==> src/rtl/dbus_access_unit_pkg.sv <==
// Shared data-bus types for the memory stage.
// Holds the access size enum, the bus request/response structs, the byte
// strobe alias and the state enum of the data-bus access FSM.
// No ports.
package dbus_access_unit_pkg;

    typedef enum logic [1:0] {
        MSIZE1 = 2'd0,
        MSIZE2 = 2'd1,
        MSIZE4 = 2'd2,
        MSIZE8 = 2'd3
    } msize_t;

    typedef logic [7:0] strobe_t;

    typedef struct packed {
        logic        valid;
        logic [63:0] addr;
        msize_t      size;
        strobe_t     strobe;
        logic [63:0] data;
    } dbus_req_t;

    typedef struct packed {
        logic        data_ok;
        logic [63:0] data;
    } dbus_resp_t;

    // Kept separate from the older mem_access_state_t on purpose.
    typedef enum logic [1:0] {
        IDLE = 2'd0,
        WAIT = 2'd1,
        DONE = 2'd2
    } dbus_state_t;

endpackage

==> src/rtl/dbus_access_unit_if.sv <==
// Bundle between the memory stage, the data bus and dbus_access_unit.
// master: pipeline/bus side (drives req_*, downstream_stall, dresp).
// slave : the access unit (drives dreq, stall, done, rdata, misaligned).
interface dbus_access_unit_if;
    import dbus_access_unit_pkg::*;

    logic        req_valid;
    logic        req_write;
    logic [63:0] req_addr;
    msize_t      req_size;
    logic        req_unsigned;
    logic [63:0] req_wdata;
    logic        downstream_stall;
    dbus_req_t   dreq;
    dbus_resp_t  dresp;
    logic        stall;
    logic        done;
    logic [63:0] rdata;
    logic        misaligned;

    modport master (
        output req_valid, req_write, req_addr, req_size, req_unsigned, req_wdata,
        output downstream_stall, dresp,
        input  dreq, stall, done, rdata, misaligned
    );

    modport slave (
        input  req_valid, req_write, req_addr, req_size, req_unsigned, req_wdata,
        input  downstream_stall, dresp,
        output dreq, stall, done, rdata, misaligned
    );

endinterface

==> src/rtl/dbus_access_unit_align.sv <==
// Combinational lane alignment for the 64-bit data bus.
// Ports:
//   off       in  byte offset within the 64-bit lane (addr[2:0])
//   size      in  access size
//   write     in  1 = store (strobe produced), 0 = load (strobe 0)
//   wdata     in  right-justified store value
//   rdata_raw in  raw bus read data
//   zext      in  zero-extend instead of sign-extend
//   strobe    out byte enables
//   wdata_al  out store data shifted onto its byte lane
//   rdata_ext out extracted and extended load value
module dbus_align
    import dbus_access_unit_pkg::*;
(
    input  logic [2:0]  off,
    input  msize_t      size,
    input  logic        write,
    input  logic [63:0] wdata,
    input  logic [63:0] rdata_raw,
    input  logic        zext,
    output strobe_t     strobe,
    output logic [63:0] wdata_al,
    output logic [63:0] rdata_ext
);

    logic [5:0]  shamt;
    logic [31:0] lane;

    assign shamt    = {off, 3'b000};
    assign wdata_al = wdata << shamt;
    // Only the low word of the shifted read data can feed a sub-doubleword load.
    assign lane     = 32'(rdata_raw >> shamt);

    always_comb begin
        strobe = '0;
        if (write) begin
            case (size)
                MSIZE1:  strobe = strobe_t'(8'h01 << off);
                MSIZE2:  strobe = strobe_t'(8'h03 << off);
                MSIZE4:  strobe = strobe_t'(8'h0F << off);
                default: strobe = 8'hFF;
            endcase
        end
    end

    always_comb begin
        rdata_ext = rdata_raw;
        case (size)
            MSIZE1:  rdata_ext = zext ? {56'd0, lane[7:0]}  : {{56{lane[7]}},  lane[7:0]};
            MSIZE2:  rdata_ext = zext ? {48'd0, lane[15:0]} : {{48{lane[15]}}, lane[15:0]};
            MSIZE4:  rdata_ext = zext ? {32'd0, lane[31:0]} : {{32{lane[31]}}, lane[31:0]};
            default: rdata_ext = rdata_raw;
        endcase
    end

endmodule

==> src/rtl/dbus_access_unit.sv <==
// Memory-stage data-bus adapter: one pipeline memory op -> one aligned bus
// transaction, held stable until data_ok; stalls the pipeline meanwhile.
// Ports:
//   clk   in  clock
//   reset in  synchronous, active-high reset
//   bus   slave side of dbus_access_unit_if (request in, dreq/dresp bus,
//         stall/done/rdata/misaligned back to the pipeline)
module dbus_access_unit
    import dbus_access_unit_pkg::*;
(
    input  logic               clk,
    input  logic               reset,
    dbus_access_unit_if.slave  bus
);

    dbus_state_t state;
    logic [63:0] addr_q, data_q, rdata_q;
    msize_t      size_q;
    strobe_t     strobe_q;
    logic        unsigned_q;
    logic        done_q;

    logic        bad_align, issue, accept, in_idle;
    logic [2:0]  cur_off;
    msize_t      cur_size;
    logic        cur_unsigned;
    strobe_t     strobe_live;
    logic [63:0] wdata_live, load_ext;

    always_comb begin
        bad_align = 1'b0;
        case (bus.req_size)
            MSIZE2:  bad_align = bus.req_addr[0];
            MSIZE4:  bad_align = |bus.req_addr[1:0];
            MSIZE8:  bad_align = |bus.req_addr[2:0];
            default: bad_align = 1'b0;
        endcase
    end

    assign bus.misaligned = bus.req_valid & bad_align;
    assign in_idle        = (state == IDLE);
    assign issue          = in_idle & bus.req_valid & ~bus.misaligned;
    assign accept         = (issue | (state == WAIT)) & bus.dresp.data_ok;
    assign bus.stall      = issue | (state == WAIT);
    assign bus.done       = done_q;
    assign bus.rdata      = rdata_q;

    // Live request fields only matter in the issue cycle; afterwards the
    // latched copies steer load extraction so req_* may change freely.
    assign cur_off      = in_idle ? bus.req_addr[2:0] : addr_q[2:0];
    assign cur_size     = in_idle ? bus.req_size      : size_q;
    assign cur_unsigned = in_idle ? bus.req_unsigned  : unsigned_q;

    dbus_align u_align (
        .off       (cur_off),
        .size      (cur_size),
        .write     (bus.req_write),
        .wdata     (bus.req_wdata),
        .rdata_raw (bus.dresp.data),
        .zext      (cur_unsigned),
        .strobe    (strobe_live),
        .wdata_al  (wdata_live),
        .rdata_ext (load_ext)
    );

    always_comb begin
        if (issue) begin
            bus.dreq.valid  = 1'b1;
            bus.dreq.addr   = bus.req_addr;
            bus.dreq.size   = bus.req_size;
            bus.dreq.strobe = strobe_live;
            bus.dreq.data   = wdata_live;
        end else begin
            bus.dreq.valid  = (state == WAIT);
            bus.dreq.addr   = addr_q;
            bus.dreq.size   = size_q;
            bus.dreq.strobe = strobe_q;
            bus.dreq.data   = data_q;
        end
    end

    always_ff @(posedge clk) begin
        if (reset) begin
            state      <= IDLE;
            addr_q     <= '0;
            data_q     <= '0;
            size_q     <= MSIZE1;
            strobe_q   <= '0;
            unsigned_q <= 1'b0;
            rdata_q    <= '0;
            done_q     <= 1'b0;
        end else begin
            case (state)
                IDLE: begin
                    if (issue) begin
                        addr_q     <= bus.req_addr;
                        data_q     <= wdata_live;
                        size_q     <= bus.req_size;
                        strobe_q   <= strobe_live;
                        unsigned_q <= bus.req_unsigned;
                        state      <= bus.dresp.data_ok ? DONE : WAIT;
                        done_q     <= bus.dresp.data_ok;
                    end
                end
                WAIT: begin
                    if (bus.dresp.data_ok) begin
                        state  <= DONE;
                        done_q <= 1'b1;
                    end
                end
                DONE: begin
                    if (!bus.downstream_stall) begin
                        state  <= IDLE;
                        done_q <= 1'b0;
                    end
                end
                default: begin
                    state  <= IDLE;
                    done_q <= 1'b0;
                end
            endcase
            if (accept) rdata_q <= load_ext;
        end
    end

endmodule

==> src/flat_wrapper.sv <==
// flat-port wrapper written by rule: the top's interface ports become plain ports
module dbus_access_unit_flat import dbus_access_unit_pkg::*;
  (clk, reset, bus_req_valid, bus_req_write, bus_req_addr, bus_req_size, bus_req_unsigned, bus_req_wdata, bus_downstream_stall, bus_dresp, bus_dreq, bus_stall, bus_done, bus_rdata, bus_misaligned);
  dbus_access_unit_if bus_i ();
  input  logic clk;
  input  logic reset;
  input wire logic [$bits(bus_i.req_valid)-1:0] bus_req_valid;
  input wire logic [$bits(bus_i.req_write)-1:0] bus_req_write;
  input wire logic [$bits(bus_i.req_addr)-1:0] bus_req_addr;
  input wire logic [$bits(bus_i.req_size)-1:0] bus_req_size;
  input wire logic [$bits(bus_i.req_unsigned)-1:0] bus_req_unsigned;
  input wire logic [$bits(bus_i.req_wdata)-1:0] bus_req_wdata;
  input wire logic [$bits(bus_i.downstream_stall)-1:0] bus_downstream_stall;
  input wire logic [$bits(bus_i.dresp)-1:0] bus_dresp;
  output wire logic [$bits(bus_i.dreq)-1:0] bus_dreq;
  output wire logic [$bits(bus_i.stall)-1:0] bus_stall;
  output wire logic [$bits(bus_i.done)-1:0] bus_done;
  output wire logic [$bits(bus_i.rdata)-1:0] bus_rdata;
  output wire logic [$bits(bus_i.misaligned)-1:0] bus_misaligned;
  assign bus_i.req_valid = bus_req_valid;
  assign bus_i.req_write = bus_req_write;
  assign bus_i.req_addr = bus_req_addr;
  assign bus_i.req_size = bus_req_size;
  assign bus_i.req_unsigned = bus_req_unsigned;
  assign bus_i.req_wdata = bus_req_wdata;
  assign bus_i.downstream_stall = bus_downstream_stall;
  assign bus_i.dresp = bus_dresp;
  assign bus_dreq = bus_i.dreq;
  assign bus_stall = bus_i.stall;
  assign bus_done = bus_i.done;
  assign bus_rdata = bus_i.rdata;
  assign bus_misaligned = bus_i.misaligned;
  dbus_access_unit u_core (.clk(clk), .reset(reset), .bus(bus_i));
endmodule
==> config.mk <==
export PLATFORM = sky130hd
export DESIGN_NAME = dbus_access_unit_flat
export DESIGN_NICKNAME = d
export VERILOG_FILES = /design/src/rtl/dbus_access_unit_pkg.sv /design/src/rtl/dbus_access_unit_if.sv /design/src/rtl/dbus_access_unit_align.sv /design/src/rtl/dbus_access_unit.sv /design/src/flat_wrapper.sv
export SDC_FILE = /design/constraint.sdc
export NUM_CORES = 1
export LEC_CHECK = 0
export ABC_AREA = 0
export BUFFER_PORTS_ARGS = -buffer_cell sky130_fd_sc_hd__buf_2
export CORE_AREA = 2 2 158 160
export DETAILED_ROUTE_END_ITERATION = 6
export DIE_AREA = 0 0 160 162
export GPL_TIMING_DRIVEN = 0
export PLACE_DENSITY = 0.87
export SLEW_MARGIN = 5
export SYNTH_ARGS = -nofsm -noshare
export SYNTH_HDL_FRONTEND = slang
export SYNTH_SLANG_ARGS = --single-unit
==> constraint.sdc <==
create_clock -name clk -period 4.44 [get_ports clk]
set_input_delay 0.666 -clock clk [delete_from_list [all_inputs] [get_ports clk]]
set_output_delay 0.666 -clock clk [all_outputs]
set_load 0.01 [all_outputs]
==> run summary <==
Clk buf depth -> 3
Post-synthesis sequential area ratio -> 35.3%
R2R depth -> 10
Crit start category -> flop
Pre-antenna DRT Iters -> 6
Total global routing overflow -> 0
Iter 0 DRT Violations -> 2033
Synth top area cells -> dfxtp_1 35%, nand2_1 10%, a211oi_1 5.8%
Synth async-reset ratio -> 0%
Worst slew margin -> 18.2%
WL per Instance -> 24.4 um
Final hold violations -> 0
Final Skew -> 0.0216 ns
Number of global-route vias before repair -> 13586
Setup ws final -> 0.120 ns
Commonest non-fill, non-tap cell in the layout -> buf_2
GPL Wtd Cong -> 1.03
R2r endpoint -> u_core.bus.rdata[44]
Hold Path Stages -> 2
Synth Warn # -> 0
Initial core utilization -> 48.2%
Port bufs -> 404
Power per cell area -> 370 nW/um^2
Largest net degree at the start of global routing -> 16
Reg2reg start -> u_core.bus.done
Final wirelength -> 55800 um
Final setup fails -> 0
Most frequent cells in the layout -> 433 x buf_2, 314 x nand2_1, 205 x dfxtp_1
Worst-path clk slew -> 0.06 ns
Area growth syn-to-layout -> 27.7%
Worst-path fanout max -> 10
IO Count -> 407
Vias per inst -> 6.29
Vias -> 14384
Net count, final -> 2148
Critical path data arrival time -> 3.65 ns
Hold endpoint -> u_core.state[0]
Synth Instances -> 1515
First-pass GRT wire length -> 81600 um
Clk sink count -> 205
EDFF count, synth -> 0
Die Wd -> 160 um
CTS H-tree depth -> 1
Pleak -> 0.00677 uW
Die area -> 25900 um^2
Detail Route Antenna Nets -> 0
Worst IR drop on VDD -> 0.254 mV
Critical Path RT -> 3.77 ns
Total GRT Usage -> 40.8%
Outcome -> finished, final reports clean
Worst Hold Launch -> bus_dresp[64]
Final period util -> 97.3%
Crit end category -> primary output
Pre-CTS WS -> 0.244 ns
Critical path class -> reg2out
Syn Area/Cell -> 7.67 um^2
Detail Placement HPWL -> 43200 um
Highest clock rate -> 231 MHz
Setup TNS -> 0 ns
Share of cells above drive strength 1 -> 26.5%
Ys flop type -> dfxtp_1
Worst R2R Setup Slack -> 0.89 ns
Worst-Margin Slew -> 1.22 ns
Max-cap viol count -> 0
#FFs+latches synth -> 205
Top-area cell type share of the netlist area -> 35.3%
Height of the chip -> 162 um
Final Critical Period -> 4.32 ns
Slew Limit Fails -> 0
DR DRC count -> 0
Synth area leader -> dfxtp_1
Post-Synthesis Net Count -> 1721
HP Class -> in2reg
Unrepaired setup endpoints after global routing -> false
Unique masters post-synth -> 66
Post-Syn Area -> 11600 um^2
Clock root buffer -> clkbuf_16
TritonCTS Buffers -> 23
CTS tree -> built
Core area -> 24100 um^2
Worst skew pair latency -> 0.54 ns
Num rows -> 57
Postcts setup bufs -> 0
Initial antenna violation count -> 5
[metal layers]
| metal | wire length, um | vias to the layer above | GRT usage (%) |
|---|---|---|---|
| li1 | - | 6353 | - |
| met1 | 21400 | 6748 | 50.8 |
| met2 | 24600 | 1054 | 65.3 |
| met3 | 6270 | 229 | 9.63 |
| met4 | 3600 | 0 | 22.9 |
| met5 | 0 | - | 0 |
[critical path, cell delays in order (launching register included)]
cell and delay (ns):
dfxtp_1 0.53, buf_4 0.26, nor3b_2 0.09, or2_2 0.30, buf_2 0.20, buf_2 0.24, clkbuf_1 0.38, a211oi_1 0.71
o22a_1 0.26, buf_2 0.15
[cell usage after synthesis (all sizes together) (10+ instances only)]
library cell	n
nand2	315
dfxtp	205
a21oi	130
o21ai	115
clkbuf	98
a211oi	95
nor2b	61
mux2i	59
and3	49
buf	48
nand3	42
nor2	33
a221oi	32
a31oi	29
or3	29
o22ai	15
a22o	12
inv	12
nor3b	11
o31ai	11
mux2	10
[registers in the layout (all words and copies together) (netlist names)]
register / cells
u_core.unsigned_q: 1
u_core.size_q: 2
u_core.bus.rdata: 64
u_core.addr_q: 64
u_core.strobe_q: 8
u_core.bus.done: 1
u_core.data_q: 64
u_core.state: 1
[power breakdown]
group,internal (uW),total [uW],switching (uW)
registers,1940,1990,43.3
clock network,1170,2020,854
logic,507,1490,984
total,3620,5500,1880
[through the flow]
| stage | instances | hold slack, ns | area (um^2) | util, % | total power [uW] |
|---|---|---|---|---|---|
| after global placement | 2243 | 0.443 | 14000 | 58.3 | 3440 |
| after floorplan | 1515 | 0.436 | 11600 | - | 2840 |
| after CTS | 2283 | 0.315 | 14800 | 61.5 | 5430 |
| final | 2286 | 0.313 | 14800 | 61.6 | 5500 |
| after detailed placement | 2243 | 0.456 | 14000 | 58.3 | 3460 |
| after global routing | 2286 | 0.328 | 14800 | 61.6 | 5650 |
[cells by family after synthesis]
logic type,synth area share [%]
flops,35.3
simple gates,23.1
buf+inv,5.74
compound gates,28.9
mux,6.44
fa+ha+maj,0.538
[repair_timing]
action / in CTS / in global routing
hold endpoints to repair: 0 / 0
endpoints found under the setup margin: 0 / 18
gates resized for setup: 0 / 8
hold buffers: 0 / 0
[cell type report]
type / count / area [um^2]
clock buffer: 26 / 607
antenna: 5 / 12.5
timing repair buffer: 404 / 2020
tap: 324 / 405
multi-input combinational: 1151 / 6850
buffer: 144 / 616
fill: 2242 / 9270
inverter: 13 / 48.8
clock inverter: 14 / 173
sequential: 205 / 4100
[worst max path at each step]
| stage | depth (start not counted) | slack, ns | startpoint | endpoint |
|---|---|---|---|---|
| after floorplan | 8 | 1.31 | bus_req_addr[0] | bus_dreq[58] |
| after global placement | 10 | 0.35 | bus_req_addr[0] | bus_dreq[49] |
| after detailed placement | 9 | 0.24 | bus_req_addr[0] | bus_dreq[137] |
| after CTS | 10 | 0.07 | u_core.bus.done | bus_dreq[33] |
| after global routing | 11 | 0.02 | u_core.bus.done | bus_dreq[70] |
| final | 9 | 0.12 | u_core.bus.done | bus_dreq[45] |
Note: power is estimated with default switching activity, not from simulation.
